`config.mk`:
```
export PLATFORM = sky130hd
export DESIGN_NAME = vram_text_scanout
export DESIGN_NICKNAME = d
export VERILOG_FILES = /design/src/rtl/vram_scan_pkg.sv /design/src/rtl/video_timing.sv /design/src/rtl/vram_text_scanout.sv
export SDC_FILE = /design/constraint.sdc
export NUM_CORES = 1
export LEC_CHECK = 0
export CORE_MARGIN = 8
export CORE_UTILIZATION = 40
export CTS_BUF_LIST = sky130_fd_sc_hd__clkbuf_8
export DETAILED_ROUTE_END_ITERATION = 16
export PLACE_DENSITY = 0.7
export SLEW_MARGIN = 10
export SYNTH_ARGS = -nofsm -noshare
export SYNTH_HDL_FRONTEND = slang
export SYNTH_HIERARCHICAL = 1
export SYNTH_SLANG_ARGS = --single-unit
```
`constraint.sdc`:
```
create_clock -name clk -period 7.5 [get_ports clk]
set_input_delay 2.25 -clock clk [delete_from_list [all_inputs] [get_ports clk]]
set_output_delay 2.25 -clock clk [all_outputs]
set_load 0.05 [all_outputs]
```
`src/rtl/vram_scan_pkg.sv`:
```
// Shared timing defaults, widths and pipeline payload for the VRAM text scanout.
package vram_scan_pkg;

    // 480x272 panel timing defaults
    localparam int unsigned DEF_H_ACTIVE = 480;
    localparam int unsigned DEF_H_FP     = 2;
    localparam int unsigned DEF_H_SYNC   = 41;
    localparam int unsigned DEF_H_BP     = 2;
    localparam int unsigned DEF_H_TOTAL  = DEF_H_ACTIVE + DEF_H_FP + DEF_H_SYNC + DEF_H_BP;

    localparam int unsigned DEF_V_ACTIVE = 272;
    localparam int unsigned DEF_V_FP     = 2;
    localparam int unsigned DEF_V_SYNC   = 10;
    localparam int unsigned DEF_V_BP     = 4;
    localparam int unsigned DEF_V_TOTAL  = DEF_V_ACTIVE + DEF_V_FP + DEF_V_SYNC + DEF_V_BP;

    // Character cell geometry and output latency
    localparam int unsigned CHAR_W   = 8;
    localparam int unsigned CHAR_H   = 16;
    localparam int unsigned PIPE_LAT = 3;

    // Counter and bus widths
    localparam int unsigned H_CNT_W = 10;
    localparam int unsigned V_CNT_W = 9;
    localparam int unsigned VRAM_AW = 10;
    localparam int unsigned VRAM_DW = 8;
    localparam int unsigned FONT_AW = 11;
    localparam int unsigned FONT_DW = 8;

    // Scan position and sync state carried down the pipeline
    typedef struct packed {
        logic       active;
        logic       hs;
        logic       vs;
        logic [2:0] x;
        logic [3:0] y;
    } scan_stage_t;

endpackage

```
`src/rtl/video_timing.sv`:
```
// Raster counters plus decoded active/sync/vblank levels for the LCD.
module video_timing
    import vram_scan_pkg::*;
#(
    parameter int unsigned H_ACTIVE = DEF_H_ACTIVE,
    parameter int unsigned H_FP     = DEF_H_FP,
    parameter int unsigned H_SYNC   = DEF_H_SYNC,
    parameter int unsigned H_BP     = DEF_H_BP,
    parameter int unsigned V_ACTIVE = DEF_V_ACTIVE,
    parameter int unsigned V_FP     = DEF_V_FP,
    parameter int unsigned V_SYNC   = DEF_V_SYNC,
    parameter int unsigned V_BP     = DEF_V_BP
) (
    input  logic               clk,
    input  logic               rst,
    output logic [H_CNT_W-1:0] h_cnt,
    output logic [V_CNT_W-1:0] v_cnt,
    output logic               active_c,
    output logic               hs_c,
    output logic               vs_c,
    output logic               vblank_c
);

    localparam int unsigned H_TOTAL = H_ACTIVE + H_FP + H_SYNC + H_BP;
    localparam int unsigned V_TOTAL = V_ACTIVE + V_FP + V_SYNC + V_BP;

    // Pixel and line counters; line advances when the pixel counter wraps
    always_ff @(posedge clk) begin
        if (rst) begin
            h_cnt <= '0;
            v_cnt <= '0;
        end else if (h_cnt == H_CNT_W'(H_TOTAL - 1)) begin
            h_cnt <= '0;
            v_cnt <= (v_cnt == V_CNT_W'(V_TOTAL - 1)) ? '0 : v_cnt + V_CNT_W'(1);
        end else begin
            h_cnt <= h_cnt + H_CNT_W'(1);
        end
    end

    assign active_c = (h_cnt < H_CNT_W'(H_ACTIVE)) && (v_cnt < V_CNT_W'(V_ACTIVE));
    assign hs_c     = (h_cnt >= H_CNT_W'(H_ACTIVE + H_FP)) &&
                      (h_cnt <  H_CNT_W'(H_ACTIVE + H_FP + H_SYNC));
    assign vs_c     = (v_cnt >= V_CNT_W'(V_ACTIVE + V_FP)) &&
                      (v_cnt <  V_CNT_W'(V_ACTIVE + V_FP + V_SYNC));
    assign vblank_c = (v_cnt >= V_CNT_W'(V_ACTIVE));

endmodule

```
`src/rtl/vram_text_scanout.sv`:
```
// Text-mode scanout: VRAM code fetch, font lookup and 3-stage pixel pipeline.
module vram_text_scanout
    import vram_scan_pkg::*;
#(
    parameter int unsigned H_ACTIVE = DEF_H_ACTIVE,
    parameter int unsigned H_FP     = DEF_H_FP,
    parameter int unsigned H_SYNC   = DEF_H_SYNC,
    parameter int unsigned H_BP     = DEF_H_BP,
    parameter int unsigned V_ACTIVE = DEF_V_ACTIVE,
    parameter int unsigned V_FP     = DEF_V_FP,
    parameter int unsigned V_SYNC   = DEF_V_SYNC,
    parameter int unsigned V_BP     = DEF_V_BP
) (
    input  logic               clk,
    input  logic               rst,
    output logic [VRAM_AW-1:0] v_adb,
    output logic               v_ceb,
    input  logic [VRAM_DW-1:0] v_dout,
    output logic [FONT_AW-1:0] font_addr,
    input  logic [FONT_DW-1:0] font_data,
    output logic               lcd_de,
    output logic               lcd_hsync,
    output logic               lcd_vsync,
    output logic               pixel,
    output logic               vblank
);

    localparam int unsigned COLS = H_ACTIVE / CHAR_W;

    logic [H_CNT_W-1:0] h_cnt;
    logic [V_CNT_W-1:0] v_cnt;
    logic               active_c;
    logic               hs_c;
    logic               vs_c;
    logic               vblank_c;

    scan_stage_t        s0_c;
    scan_stage_t        s1;
    logic               active2;
    logic               hs2;
    logic               vs2;
    logic [2:0]         x2;
    logic               inv2;

    video_timing #(
        .H_ACTIVE (H_ACTIVE),
        .H_FP     (H_FP),
        .H_SYNC   (H_SYNC),
        .H_BP     (H_BP),
        .V_ACTIVE (V_ACTIVE),
        .V_FP     (V_FP),
        .V_SYNC   (V_SYNC),
        .V_BP     (V_BP)
    ) u_timing (
        .clk      (clk),
        .rst      (rst),
        .h_cnt    (h_cnt),
        .v_cnt    (v_cnt),
        .active_c (active_c),
        .hs_c     (hs_c),
        .vs_c     (vs_c),
        .vblank_c (vblank_c)
    );

    // vblank follows the line counter directly so the CPU sees it undelayed
    assign vblank = vblank_c;

    // Stage 0: pack counter state and form the cell address of the current pixel
    always_comb begin
        s0_c.active = active_c;
        s0_c.hs     = hs_c;
        s0_c.vs     = vs_c;
        s0_c.x      = h_cnt[2:0];
        s0_c.y      = v_cnt[3:0];
        v_ceb       = 1'b0;
        v_adb       = '0;
        if (active_c && !rst) begin
            v_ceb = 1'b1;
            v_adb = VRAM_AW'(v_cnt / V_CNT_W'(CHAR_H)) * VRAM_AW'(COLS)
                  + VRAM_AW'(h_cnt / H_CNT_W'(CHAR_W));
        end
    end

    // Stage 1: VRAM data arrives; glyph row address ignores VRAM data when inactive
    always_ff @(posedge clk) begin
        if (rst) begin
            s1 <= '0;
        end else begin
            s1 <= s0_c;
        end
    end

    always_comb begin
        font_addr = '0;
        if (s1.active) begin
            font_addr = {v_dout[6:0], s1.y};
        end
    end

    // Stage 2: font row arrives; capture the inverse-video bit alongside it
    always_ff @(posedge clk) begin
        if (rst) begin
            active2 <= 1'b0;
            hs2     <= 1'b0;
            vs2     <= 1'b0;
            x2      <= '0;
            inv2    <= 1'b0;
        end else begin
            active2 <= s1.active;
            hs2     <= s1.hs;
            vs2     <= s1.vs;
            x2      <= s1.x;
            inv2    <= s1.active & v_dout[7];
        end
    end

    // Stage 3: select the glyph bit and register all LCD outputs together
    always_ff @(posedge clk) begin
        if (rst) begin
            lcd_de    <= 1'b0;
            lcd_hsync <= 1'b1;
            lcd_vsync <= 1'b1;
            pixel     <= 1'b0;
        end else begin
            lcd_de    <= active2;
            lcd_hsync <= ~hs2;
            lcd_vsync <= ~vs2;
            pixel     <= active2 & (font_data[3'd7 - x2] ^ inv2);
        end
    end

endmodule

```
==> flow_summary.yaml <==
status:
  status: "complete, no violations"
cells_and_area:
  fin_util: 0.5205
  nNetsFinal: 364
  diodes: 0
  drive_gt1_frac: 0.05000
  area_growth_syn_to_layout_pct: 25.60
  fill_cells: 573
  final_cells: 395
timing:
  period_minus_slack_ns: 6.673
  max_freq_mhz: 149.8
  finClkSkew_ns: 0.007756
  worst_pin_slew_ns: 0.5137
  final.period_utilization: 0.8898
  fin_setup_tns_ns: 0
  rsz0062_at_grt: "false"
  hold_viol: 0
  hold_slack_ns: 0.3808
  finalMaxSlewViolations: 0
  relSlewSlack: 0.6564
  finalSetupViolCount: 0
grt:
  grtUsageMet3: 0.04077
  antenna_found_initial: 0
  grt_usage: 0.1144
  use_met2: 0.1871
  grt-ovfl-total: 0
  top_usage_layer: "met2"
  grt_pass1_wl_um: 8362
  grt_max_degree: 32
  grt_pass1_vias: 1875
  grt_util_met1: 0.1357
worst_hold_path:
  holdPathEnd: "lcd_vsync"
  holdCritStartpoint: "vs2"
  hold_depth: 1
  holdCritPathClass: "flip-flop to flip-flop"
critical_path:
  r2r_end: "u_timing/v_cnt[7]"
  cp.arrival_ns: 4.42
  reg2reg_from: "u_timing/h_cnt[2]"
  cp_data_required_time_ns: 5.25
  cp-start-kind: "flip-flop"
  critical_path_class: "flip-flop to output port"
  worstPathMaxFanout: 10
  end_kind: "output port"
  r2r_slack_ns: 5.54
  r2r_cells: 4
routing:
  drtIter0Drc: 71
  drc: 0
  vias_per_cell: 4.962
  postRouteAntennaNets: 0
  vias: 1960
  wl_per_cell_um: 12.45
  first_pass_iters: 4
  wl_um: 4918
die:
  die_w_um: 94.32
  die_area_um2: 8896
  core_um2: 5921
  fp.dieH_um: 94.32
  ios: 45
  start_util: 0.4144
  rows: 28
clocking:
  cts_tree: "done"
  cts_resized: 0
  cts-hold-fix-buffers: 0
  cts_buffer_depth: 2
  worstSkewPairLatency_ns: 0.29
  cts_sinks: 40
  cts_setup_buffers: 0
  cts_buffers: 5
  clk_pin_slew_ns: 0.08
  htreeDepth: 2
  cts-root-buf: "clkbuf_8"
synth:
  syn_area_per_cell_um2: 8.955
  syn-instance-count: 274
  synth_top_area_cell: "dfxtp_1"
  syn-num-nets: 319
  ys_ff_latch: 40
  synth_top_area_frac: 0.3264
  synth.yosys.seq_area_share: 0.3264
  synth_area_leaders: "dfxtp_1, ha_1, fa_1"
  synth-warning-count: 6
  netlist_area_um2: 2454
  synth.distinct_cells: 43
power:
  power.density_nw_per_um2: 141.4
  vdd_drop_max_mv: 0.1110
  p_leak_nw: 1.252
  p_total_uw: 435.6
job:
  maxCapViolCount: 0
placed_design:
  placed_cells: 387
  hpwl_um: 3798
  port_buffers: 44
  routabilityCongestion: 0.8082
[where the power goes]
| part | total [mW] | switching, mW | internal (mW) |
|---|---|---|---|
| Clock | 0.177 | 0.0770 | 0.100 |
| Sequential | 0.219 | 0.00321 | 0.216 |
| Combinational | 0.0392 | 0.0198 | 0.0193 |
[how the worst max path moves through the flow]
stage | from | endpoint | slack (ns) | cells after the start
after floorplan | rst | v_adb[5] | 1.52 | 5
after global placement | rst | v_adb[9] | 0.88 | 6
after detailed placement | rst | v_adb[9] | 0.85 | 6
after CTS | u_timing/v_cnt[6] | v_adb[9] | 0.81 | 12
after global routing | u_timing/v_cnt[5] | v_adb[9] | 0.59 | 12
final | u_timing/v_cnt[6] | v_adb[9] | 0.83 | 12
[cells by family (layout without fill, tap and decap cells)]
kind of cell	count (synthesis)	count (layout)	share of synthesized area
AND/OR/NAND/NOR	118	118	0.2805
XOR/XNOR	15	15	0.05661
AO/OA/AOI/OAI	35	35	0.08975
buffers and inverters	35	81	0.05456
adder cells (fa/ha/maj)	27	27	0.1622
multiplexers	4	4	0.03009
flip-flops	40	40	0.3264
[cell type report]
cell class,count,area (µm²),area share
Multi-Input combinational cell,199,1519,0.4929
Sequential cell,40,800.8,0.2598
Timing Repair Buffer,45,447.9,0.1454
Inverter,28,105.1,0.03410
Tap cell,75,93.84,0.03045
Clock buffer,5,68.82,0.02233
Clock inverter,3,46.29,0.01502
[routing by layer]
metal	part of all wire	up-vias
met5	0	-
met4	0.011	0
met3	0.086	6
met2	0.44	56
met1	0.46	886
li1	-	1012
[cells in the mapped netlist]
cell type,number
dfxtp_1,40
fa_1,8
o31ai_1,2
o2111a_1,1
o21ai_0,11
mux4_1,2
and2_1,19
nand4_1,4
nor2_2,1
nor4b_1,1
nor2b_1,20
o2bb2ai_1,2
a211oi_1,2
nor2_1,21
and3_1,4
nand2b_1,9
buf_2,1
nand3_1,6
nor4_1,2
a21oi_1,12
nand4_2,1
nor4_4,1
xor2_1,9
or3_1,4
inv_1,28
a211oi_2,1
and4_1,3
o211ai_1,1
nand2_1,10
or4b_2,1
a21o_1,2
xnor2_1,5
xor2_2,1
nor3b_1,1
mux2i_1,1
mux2_2,1
clkbuf_1,5
nor3_1,6
or4_1,3
nand4b_1,1
ha_1,19
o41a_1,1
clkbuf_2,1
[per-stage QoR]
stage | worst slack [ns] | area, µm²
after floorplan | 1.524 | 2454
after global routing | 0.5912 | 3082
after global placement | 0.8835 | 2967
after detailed placement | 0.8461 | 2967
after CTS | 0.8089 | 3082
final | 0.8265 | 3082
[worst max-delay path, cell delays in order, from the launching register on]
cell and delay, ns:
dfxtp_1 0.55, fa_1 0.52, fa_1 0.53, inv_1 0.06
fa_1 0.48, inv_1 0.04, ha_1 0.29, o21ai_0 0.10
o21ai_0 0.17, a21oi_1 0.12, nor3b_1 0.21, mux2_2 0.35
clkdlybuf4s50_1 0.70
[sequential cells by signal, summed over array words and instances, names as in the netlist, 3 cells and up]
register	flops
s1	10
u_timing/v_cnt	9
u_timing/h_cnt	10
x2	3
[placed cells by master, fill, tap and decap left out, drive strengths merged, types with 6 or more instances in the layout]
cell	synthesis	routed
nand2b	9	9
inv	28	29
fa	8	8
xor2	10	10
a21oi	12	12
nor2	22	22
and2	19	19
nor2b	20	20
o21ai	11	11
nor3	6	6
ha	19	19
nand3	6	6
dfxtp	40	40
clkdlybuf4s50	0	44
nand2	10	10
Power figures use the tool's default switching activity.
